`src/rtl/fsm_general_pkg.sv`:
```
// fsm_general_pkg: state encoding and default parameters for fsm_general_param
package fsm_general_pkg;
  typedef enum logic [2:0] {IDLE, INIT, DECIDE, WRITE, READ, GAP} state_t;
  localparam int NUM_CH_DEF  = 4;
  localparam int GAP_CYC_DEF = 16;
  localparam int TO_CYC_DEF  = 1024;
endpackage

```
`src/rtl/sync_2ff.sv`:
```
// sync_2ff: two-flop synchroniser for an asynchronous level input
module sync_2ff (
  input  logic clk,
  input  logic reset,
  input  logic d,
  output logic q
);
  logic meta;
  always_ff @(posedge clk)
    if (!reset) {q, meta} <= 2'b00;
    else {q, meta} <= {meta, d};
endmodule

```
`src/rtl/fsm_general_param.sv`:
```
// fsm_general_param: init/write/read channel sequencer with idle gap between passes
// FSM_GENERAL_TIMEOUT_EN adds a watchdog on every wait state that re-initialises the device
module fsm_general_param
  import fsm_general_pkg::*;
#(
  parameter int  NUM_CH  = NUM_CH_DEF,
  parameter int  GAP_CYC = GAP_CYC_DEF,
  parameter int  TO_CYC  = TO_CYC_DEF,
  localparam int CH_W    = NUM_CH > 1 ? $clog2(NUM_CH) : 1
) (
  input  logic            CLK,
  input  logic            reset,
  input  logic            Iniciar,
  input  logic            Buttom_SW,
  input  logic            BandFin,
  input  logic            Bandfin_wr,
  input  logic            Bandfin_rd,
  output logic            inicializacion,
  output logic            Inicio_Escritura,
  output logic            Inicio_Lectura,
  output logic [CH_W-1:0] ch_sel,
  output logic            seq_done,
  output logic            err_timeout
);
  localparam logic [CH_W-1:0] LAST_CH = CH_W'(NUM_CH - 1);
  if (NUM_CH < 1 || NUM_CH > 256 || GAP_CYC < 1 || GAP_CYC > 65535 || TO_CYC < 2 || TO_CYC > 65535)
    $error("fsm_general_param: parameter out of range");
  state_t state, nxt;
  logic [CH_W-1:0] ch_nxt;
  logic [15:0] gap_cnt;
  logic sw, done;
`ifdef FSM_GENERAL_TIMEOUT_EN
  logic [15:0] wd_cnt;
  logic waiting, awaited, to_hit;
`endif
  sync_2ff u_sync (.clk(CLK), .reset(reset), .d(Buttom_SW), .q(sw));
  always_comb begin
    nxt = state;
    ch_nxt = ch_sel;
    done = 1'b0;
    case (state)
      IDLE:   nxt = INIT;
      INIT:   nxt = BandFin ? DECIDE : INIT;
      DECIDE: begin
        nxt = sw ? WRITE : READ;
        ch_nxt = '0;
      end
      WRITE, READ:
        if (state == WRITE ? Bandfin_wr : Bandfin_rd) begin
          done = ch_sel == LAST_CH;
          nxt = done ? GAP : state;
          ch_nxt = done ? '0 : ch_sel + CH_W'(1);
        end
      GAP:     nxt = gap_cnt == 16'(GAP_CYC - 1) ? DECIDE : GAP;
      default: nxt = IDLE;
    endcase
`ifdef FSM_GENERAL_TIMEOUT_EN
    waiting = state inside {INIT, WRITE, READ};
    awaited = state == INIT ? BandFin : state == WRITE ? Bandfin_wr : state == READ ? Bandfin_rd : 1'b0;
    to_hit = waiting && !awaited && wd_cnt == 16'(TO_CYC - 1);
    if (to_hit) begin
      nxt = INIT;
      ch_nxt = '0;
    end
`endif
    // dropping the enable overrides every other event this cycle
    if (!Iniciar) begin
      nxt = IDLE;
      ch_nxt = '0;
      done = 1'b0;
    end
  end
  always_ff @(posedge CLK)
    if (!reset) begin
      state <= IDLE;
      ch_sel <= '0;
      gap_cnt <= '0;
      seq_done <= 1'b0;
      inicializacion <= 1'b0;
      Inicio_Escritura <= 1'b0;
      Inicio_Lectura <= 1'b0;
    end else begin
      state <= nxt;
      ch_sel <= ch_nxt;
      seq_done <= done;
      inicializacion <= nxt == INIT;
      Inicio_Escritura <= nxt == WRITE;
      Inicio_Lectura <= nxt == READ;
      gap_cnt <= state == GAP && nxt == GAP ? gap_cnt + 16'd1 : '0;
    end
`ifdef FSM_GENERAL_TIMEOUT_EN
  // each awaited strobe restarts the budget, so every channel gets a full TO_CYC window
  always_ff @(posedge CLK)
    if (!reset) begin
      wd_cnt <= '0;
      err_timeout <= 1'b0;
    end else begin
      wd_cnt <= (nxt != state || to_hit || awaited || !waiting) ? '0 : wd_cnt + 16'd1;
      err_timeout <= Iniciar && (err_timeout || to_hit);
    end
`else
  assign err_timeout = 1'b0;
`endif
endmodule

```
`config.mk`:
```
export PLATFORM = sky130hd
export DESIGN_NAME = fsm_general_param
export DESIGN_NICKNAME = d
export VERILOG_FILES = /design/src/rtl/fsm_general_pkg.sv /design/src/rtl/sync_2ff.sv /design/src/rtl/fsm_general_param.sv
export SDC_FILE = /design/constraint.sdc
export NUM_CORES = 1
export LEC_CHECK = 0
export CAP_MARGIN = 20
export CORE_UTILIZATION = 58
export DETAILED_ROUTE_END_ITERATION = 6
export PLACE_DENSITY = 0.84
export SYNTH_ARGS = -nofsm -noshare
export SYNTH_HDL_FRONTEND = slang
export SYNTH_SLANG_ARGS = --single-unit
```
`constraint.sdc`:
```
create_clock -name CLK -period 4.55 [get_ports CLK]
set_input_delay 0.6825 -clock CLK [delete_from_list [all_inputs] [get_ports CLK]]
set_output_delay 0.6825 -clock CLK [all_outputs]
set_load 0.02 [all_outputs]
```
After elaboration in Yosys (flattened, before gate mapping)
Index checks and enable logic that the tools add are counted.
{"block": "word_totals", "input_bits": 7, "word_cells": 42, "ff_bits": 27, "out_inout_bits": 7}
{"block": "op_classes", "n_reduce_logical": 8, "n_mux": 11, "addsub": 2, "eq_ne": 12}
{"operator": "adder 16 x 1 -> 16 bit, second input constant", "count": 1}
{"operator": "equality test 16 x 4 -> 1 bit, second input constant", "count": 1}
{"operator": "two-way mux 3 bit", "count": 5}
{"operator": "one-hot mux 3 bit (5 select lines)", "count": 1}
{"operator": "equality test 3 bit, second input constant", "count": 4}
{"operator": "equality test 3 x 2 -> 1 bit, second input constant", "count": 3}
{"operator": "equality test 3 x 1 -> 1 bit, second input constant", "count": 2}
{"operator": "two-way mux 2 bit", "count": 3}
{"operator": "AND reduction 2 bit", "count": 3}
{"operator": "one-hot mux 2 bit (2 select lines)", "count": 1}
{"operator": "AND reduction 4 bit", "count": 1}
{"operator": "logical NOT 3 bit", "count": 1}
{"operator": "adder 2 x 1 -> 2 bit, second input constant", "count": 1}
{"operator": "equality test 2 bit, second input constant", "count": 1}
{"operator": "!= test 2 bit, second input constant", "count": 1}
{"operator": "nonzero test 2 bit", "count": 1}
{"operator": "OR reduction 2 bit", "count": 1}
{"operator": "logical AND 1 bit", "count": 1}
{"operator": "two-way mux 1 bit", "count": 1}

Logic depth before layout (Yosys ltp)
Gate-level depths: netlist of the first run.
{"block": "logic_depth", "depth_word": 8, "mapped_depth": 7, "mapped_depth_nobuf": 5}

Cells and area by module
A second synthesis of the first run with hierarchy kept.
{"block": "unflattened", "cells_unflattened": 144, "area_unflattened_um2": 1341.3}
{"module": "fsm_general_param", "n_inst": 1, "seq_area_each_um2": 500.5, "cells_per_inst": 140, "area_per_inst_um2": 1288.7}
{"module": "sync_2ff", "n_inst": 1, "seq_area_each_um2": 40.0, "cells_per_inst": 4, "area_per_inst_um2": 52.6}

Worst setup path after synthesis of the first run
OpenSTA, ideal clock, no wires.
{"block": "synth_path", "path_kind": "input -> register", "from": "input port reset", "to": "register gap_cnt[15]", "arrival_time_ns": 1.657, "cell_stages": 6, "setup_slack_ns": 2.829, "setup_time_ns": 0.064, "path_buffers": 2, "cell_sequence": "nand2_1 > a21o_1 > or3b_1 > buf_6 > buf_6 > nor2_1"}
{"block": "synth_via", "elab_chain_len": 1}
{"element": "start: declaration", "line": "fsm_general_param.sv:12", "text": "input logic reset,"}
{"element": "AND reduction 2 bit (no line)"}
{"element": "end signal: assignment", "line": "fsm_general_param.sv:89", "text": "gap_cnt <= state == GAP && nxt == GAP ? gap_cnt + 16'd1 : '0;"}
{"element": "end: declaration", "line": "fsm_general_param.sv:30", "text": "logic [15:0] gap_cnt;"}
No other way between the ends.
A chain may end at the register's enable or synchronous reset.

Worst setup path in the final report of the first run
{"block": "layout_path", "from": "input port reset", "to": "register gap_cnt[4]"}
The elaborated chain is that of the path after synthesis.

==> results.txt, run 1 <==
Status = finished, final reports clean
Setup CP Type = in -> reg
Yosys top cell area share = 44.9%
Total grt overflow = 0
Yosys top cell by area = dfxtp_1
Most frequent cells in the layout = dfxtp_1, nor2_1, xor2_1, clkdlybuf4s50_1, nand4_1
Commonest non-fill, non-tap cell in the layout = dfxtp_1
Worst-path clk slew = 0.14 ns
Sum Neg Setup Slack = 0 ns
Max cap viols = 0
Final nets = 153
Final cell count without fillers = 170
CTS tree = yes
CORE AREA = 0.00196 mm2
Syn nets = 142
# rows = 16
Largest net degree at the start of global routing = 17
Cts bufs inserted = 3
Max reg flops = 16
Tcrit/Tclk final = 44.6%
CP Launch Type = input port
Register bit total from synthesis = 27
Main area contributors after synthesis = dfxtp_1, xor2_1, nor2_1
VDD IR-drop max = 177 uV
Clock sink count = 27
Number of synthesized flops with an enable pin = 0
Max Freq = 493 MHz
Final wirelength = 2.05 mm
First DRT Iteration DRCs = 17
Final hold vios = 0
Final Skew = 0.00410 ns
Setup violators final = 0
RSZ-0062 raised after global routing = false
Die area = 0.00226 mm2
Pwr Density = 269 mW/mm2
Max Root-Sink Buffers = 2
Setup Fix Bufs, Post-CTS = 0
Critical-path cell list = clkdlybuf4s50_1 > nand2_1 > a21o_1 > or3b_1 > nor2_1
Slowest CP cell = or3b_1
Cells after DPL = 166
Port Buf Inserts = 12
Hold_buf cts = 0
Register area share after synthesis = 44.9%
Biggest register = gap_cnt
Vias in the first global route = 754
Crit Path Max Fanout = 16
Total GRT Usage = 20.3%
Leakage = 0.000483 uW
Ys async rst share = 0%
Worst EP arrival = 2.30 ns
Clk_lat worst skew = 0.33 ns
Ports = 14
DRT antenna net count = 0
Worst-Margin Slew = 0.513 ns
Die W = 47.6 um
Relative slew slack = 65.8%
# DRC = 0
Die height = 47.6 um
Crit path buffers/inverters = 1
Max Slew Vio Count = 0
Cell family with most CP delay = simple AND/OR/NAND/NOR gates
Yosys cell types = 35
Vias = 955
Max incr delay on CP = 0.60 ns
Reg-to-reg slack, setup = 2.71 ns
Yosys synthesis warning count = 0
Post-Syn Area = 0.00120 mm2
Largest regs = gap_cnt (16), state (3), ch_sel (2)
Critical Path End Type = flip-flop
Layout cells sized above 1 = 5.59%
Hold Path Class = reg -> reg
Initial antenna violation count = 0
Vias per std cell = 5.62
Syn-to-layout area delta = 11.7%
Syn Area/Cell = 9.06 um2
Post_cts resized = 0
Max H-tree Level = 1
Worst endpoint required time = 4.82 ns
First-pass GRT wire length = 3.17 mm
Minimum clock period = 2.03 ns
Gpl congestion = 0.837
Synth Instances = 133
Top FF cell, synth = dfxtp_1
Hpwl dp = 1.55 mm
DRT Pass-1 Iters = 4
Initial core utilization = 61.4%
# diodes = 0
WL/cell = 12.1 um
CTS Root Cell = clkbuf_4
## report_power, final
part	internal, uW	switching (uW)
clock	33.7	69.5
sequential	239	2.63
combinational	10.1	7.35
total	283	79.5
## cell families (layout without fill, tap and decap cells)
family / Yosys count / in the layout / share of synthesized area [%]
AO/OA/AOI/OAI: 14 / 14 / 7.58
flip-flops: 27 / 27 / 44.9
AND/OR/NAND/NOR: 67 / 67 / 30.8
buffers and inverters: 8 / 18 / 4.15
other: 1 / 1 / 0.311
XOR/XNOR: 14 / 14 / 10.2
adder cells (fa/ha/maj): 2 / 2 / 2.08
## layer usage
layer | vias to the layer above | global-route usage, % | part of all wire [%] | wire length (um)
met3 | 5 | 3.40 | 3.9 | 80
li1 | 484 | - | - | -
met1 | 442 | 27.3 | 47 | 972
met4 | 0 | 10.0 | 2.1 | 43
met5 | - | 0 | 0 | 0
met2 | 24 | 31.5 | 47 | 954
## worst register-to-register path, stage by stage, from the launching register on
cell and delay (ns):
dfxtp_1 0.36, ha_1 0.24, and3_1 0.25, nand4_1 0.15, or3b_1 0.60, nor2_1 0.18
## cells in the mapped netlist, types with 2 or more instances
cell / count
buf_6: 2
xnor2_1: 2
and3_1: 2
and2b_1: 2
a31oi_1: 2
inv_1: 2
nor4_1: 4
ha_1: 2
a21oi_1: 3
or3b_1: 2
nor2b_1: 3
nand2_1: 6
or2_2: 2
o21ai_0: 2
nand3_1: 6
clkbuf_1: 2
and2_1: 3
dfxtp_1: 27
nand4_1: 7
a22oi_1: 2
nor2_1: 22
xor2_1: 12
and4_1: 4
## final timing paths
check / start / endpoint / cells past startpoint
setup / recovery: reset / gap_cnt[4]$_SDFF_PN0_ / 5
hold / removal: u_sync.meta$_SDFF_PN0_ / u_sync.q$_SDFF_PN0_ / 1
setup reg to reg: gap_cnt[0]$_SDFF_PN0_ / gap_cnt[4]$_SDFF_PN0_ / 5
hold reg to reg: u_sync.meta$_SDFF_PN0_ / u_sync.q$_SDFF_PN0_ / 1
## final cells by class
| type | count | area, um2 |
|---|---|---|
| Multi-Input combinational cell | 98 | 614 |
| Sequential cell | 27 | 541 |
| Inverter | 2 | 7.51 |
| Fill cell | 161 | 616 |
| Tap cell | 27 | 33.8 |
| Clock inverter | 1 | 7.51 |
| Clock buffer | 3 | 22.5 |
| Timing Repair Buffer | 12 | 120 |
## per-stage QoR
stage | setup WS [ns] | power [uW] | util, % | hold slack, ns | area (um2)
floorplan | 2.83 | 256 | - | 0.412 | 1200
global placement | 2.24 | 263 | 67.1 | 0.417 | 1320
detailed placement | 2.15 | 264 | 67.1 | 0.444 | 1320
CTS | 2.49 | 365 | 68.6 | 0.474 | 1350
global route | 2.38 | 378 | 68.6 | 0.499 | 1350
finish | 2.52 | 362 | 68.6 | 0.469 | 1350
Power figures use the tool's default switching activity.
==> run 2: changes to the inputs <==
CORE_UTILIZATION = 53   (was 58)
PLACE_DENSITY = 0.78   (was 0.84)
clock period = 2 ns   (was 4.55 ns; I/O delays follow)
==> results.txt, run 2 (synthesis results as in run 1) <==
Flop pwr share = 67.5% (+0.8 points)
Worst EP arrival = 2.10 ns (-0.20 ns)
Largest net degree at the start of global routing = 17 (unchanged)
Port Buf Inserts = 12 (unchanged)
Final hold vios = 0 (unchanged)
Die height = 49.7 um (+4.4%)
Worst-Margin Slew = 0.504 ns (-0.00865 ns)
Clock sink count = 27 (unchanged)
Commonest non-fill, non-tap cell in the layout = dfxtp_1
Max H-tree Level = 1 (unchanged)
Relative slew slack = 66.4% (+0.58 points)
Cts bufs inserted = 3 (unchanged)
Gpl congestion = 0.816 (-2.5%)
Clk_lat worst skew = 0.31 ns (-0.02 ns)
Post-route cell area = 0.00135 mm2 (+0.28%)
Total grt overflow = 0 (unchanged)
First DRT Iteration DRCs = 29 (+12)
VDD IR-drop max = 504 uV (+180%)
Logic gate share of total power = 5.1% (+0.3 points)
Leakage = 0.000489 uW (+1.1%)
Hpwl dp = 1.55 mm (+0.27%)
Max Root-Sink Buffers = 2 (unchanged)
Int Pwr = 645 uW (+130%)
Cells after DPL = 167 (+0.60%)
Final cell count without fillers = 171 (+0.59%)
Final wirelength = 2.08 mm (+1.6%)
Placed Area = 0.00132 mm2 (+0.57%)
CP Launch Type = flip-flop
Ports = 14 (unchanged)
Tcrit/Tclk final = 92.4%
Final Worst Setup Slack = 0.152 ns (-2.37 ns)
Pwr Total = 813 uW (+120%)
Biggest register = gap_cnt
Reg-to-reg slack, setup = 0.15 ns (-2.56 ns)
Vias per std cell = 5.48 (-2.5%)
Setup Fix Bufs, Post-CTS = 0 (unchanged)
Die W = 49.7 um (+4.4%)
Post_cts resized = 0 (unchanged)
Setup CP Type = reg -> reg
Hold Path Class = reg -> reg
Minimum clock period = 1.85 ns
Sum Neg Setup Slack = 0 ns (unchanged)
Layout cells sized above 1 = 5.56% (-0.039 points)
Final Skew = 0.00303 ns (-0.00107 ns)
Pwr Density = 602 mW/mm2 (+120%)
# diodes = 0 (unchanged)
Critical Path End Type = flip-flop
Filler instances = 174 (+8.1%)
Sw frac = 20.7% (-1.3 points)
Status = finished, final reports clean
Largest regs = gap_cnt (16), state (3), ch_sel (2)
# DRC = 0 (unchanged)
Clock network fraction of design power = 27.4% (-1.1 points)
Worst-path clk slew = 0.13 ns (about the same)
Max Slew Vio Count = 0 (unchanged)
Max Freq = 541 MHz
Final nets = 154 (+0.65%)
Crit Path Max Fanout = 16 (unchanged)
Worst endpoint required time = 2.25 ns (-2.57 ns)
CTS tree = yes
Vias in the first global route = 868 (+15%)
Most frequent cells in the layout = dfxtp_1, nor2_1, xor2_1, clkdlybuf4s50_1, nand4_1
DRT Pass-1 Iters = 4 (unchanged)
CTS Root Cell = clkbuf_4
DRT antenna net count = 0 (unchanged)
RSZ-0062 raised after global routing = false
Max cap viols = 0 (unchanged)
Switch Pwr = 168 uW (+110%)
# rows = 16 (unchanged)
Initial antenna violation count = 0 (unchanged)
Syn-to-layout area delta = 12.0%
CORE AREA = 0.00204 mm2 (+4.1%)
Hold_buf cts = 0 (unchanged)
Vias = 937 (-1.9%)
Max reg flops = 16 (unchanged)
Pre-CTS setup slack = 0.0635 ns (-2.08 ns)
Total GRT Usage = 18.8% (-1.5 points)
Initial core utilization = 59.0% (-2.4 points)
WL/cell = 12.2 um (+1.0%)
First-pass GRT wire length = 3.57 mm (+13%)
Setup violators final = 0 (unchanged)
Die area = 0.00247 mm2 (+9.0%)
-- run 2: cell types whose count changed in the layout (fill, tap and decap cells not counted) --
| cell | change |
|---|---|
| clkbuf_1 | +1 |
| clkinvlp_4 | -1 |
| buf_4 | +1 |
-- run 2: path summary, 6_finish.rpt --
| kind | startpoint | end | cells past startpoint |
|---|---|---|---|
| min | u_sync.meta$_SDFF_PN0_ | u_sync.q$_SDFF_PN0_ | 1 |
| min reg2reg | u_sync.meta$_SDFF_PN0_ | u_sync.q$_SDFF_PN0_ | 1 |
| max reg2reg | gap_cnt[0]$_SDFF_PN0_ | gap_cnt[6]$_SDFF_PN0_ | 5 |
| max | gap_cnt[0]$_SDFF_PN0_ | gap_cnt[6]$_SDFF_PN0_ | 5 |
-- run 2: area by class of cell --
type / instances / area [um2] / area share [%]
multi-input combinational: 98 / 614 / 45.5
tap: 27 / 33.8 / 2.50
sequential: 27 / 541 / 40.0
inverter: 2 / 7.51 / 0.556
clock buffer: 4 / 26.3 / 1.95
timing repair buffer: 13 / 128 / 9.45
-- run 2: worst max-delay path: stages, from the launching register on --
cell	delay [ns]
dfxtp_1	0.35
ha_1	0.24
and3_1	0.25
nand4_1	0.16
or3b_1	0.60
nor2_1	0.19
-- run 2: layer usage --
| metal | vias to the layer above | wire length [um] | track usage, % |
|---|---|---|---|
| li1 | 489 | - | - |
| met1 | 428 | 1050 | 24.3 |
| met2 | 20 | 949 | 31.3 |
| met3 | 0 | 87 | 5.56 |
| met4 | 0 | 0 | 2.86 |
| met5 | - | 0 | 0 |
-- run 2: power groups by stage --
stage | sequential [uW] | clock [uW] | combinational, uW
6_report | 549 | 223 | 41.2
5_1_grt | 551 | 258 | 46.1
4_1_cts | 549 | 232 | 41.3
3_5_place_dp | 561 | 0 | 41.2
3_3_place_gp | 561 | 0 | 40.1
2_1_floorplan | 560 | 0 | 22.7
-- run 2: per-stage QoR --
stage / util (%) / hold WS, ns
finish: 66.1 / 0.452
global route: 66.1 / 0.474
CTS: 66.1 / 0.456
detailed placement: 64.8 / 0.421
global placement: 64.8 / 0.418
floorplan: - / 0.412
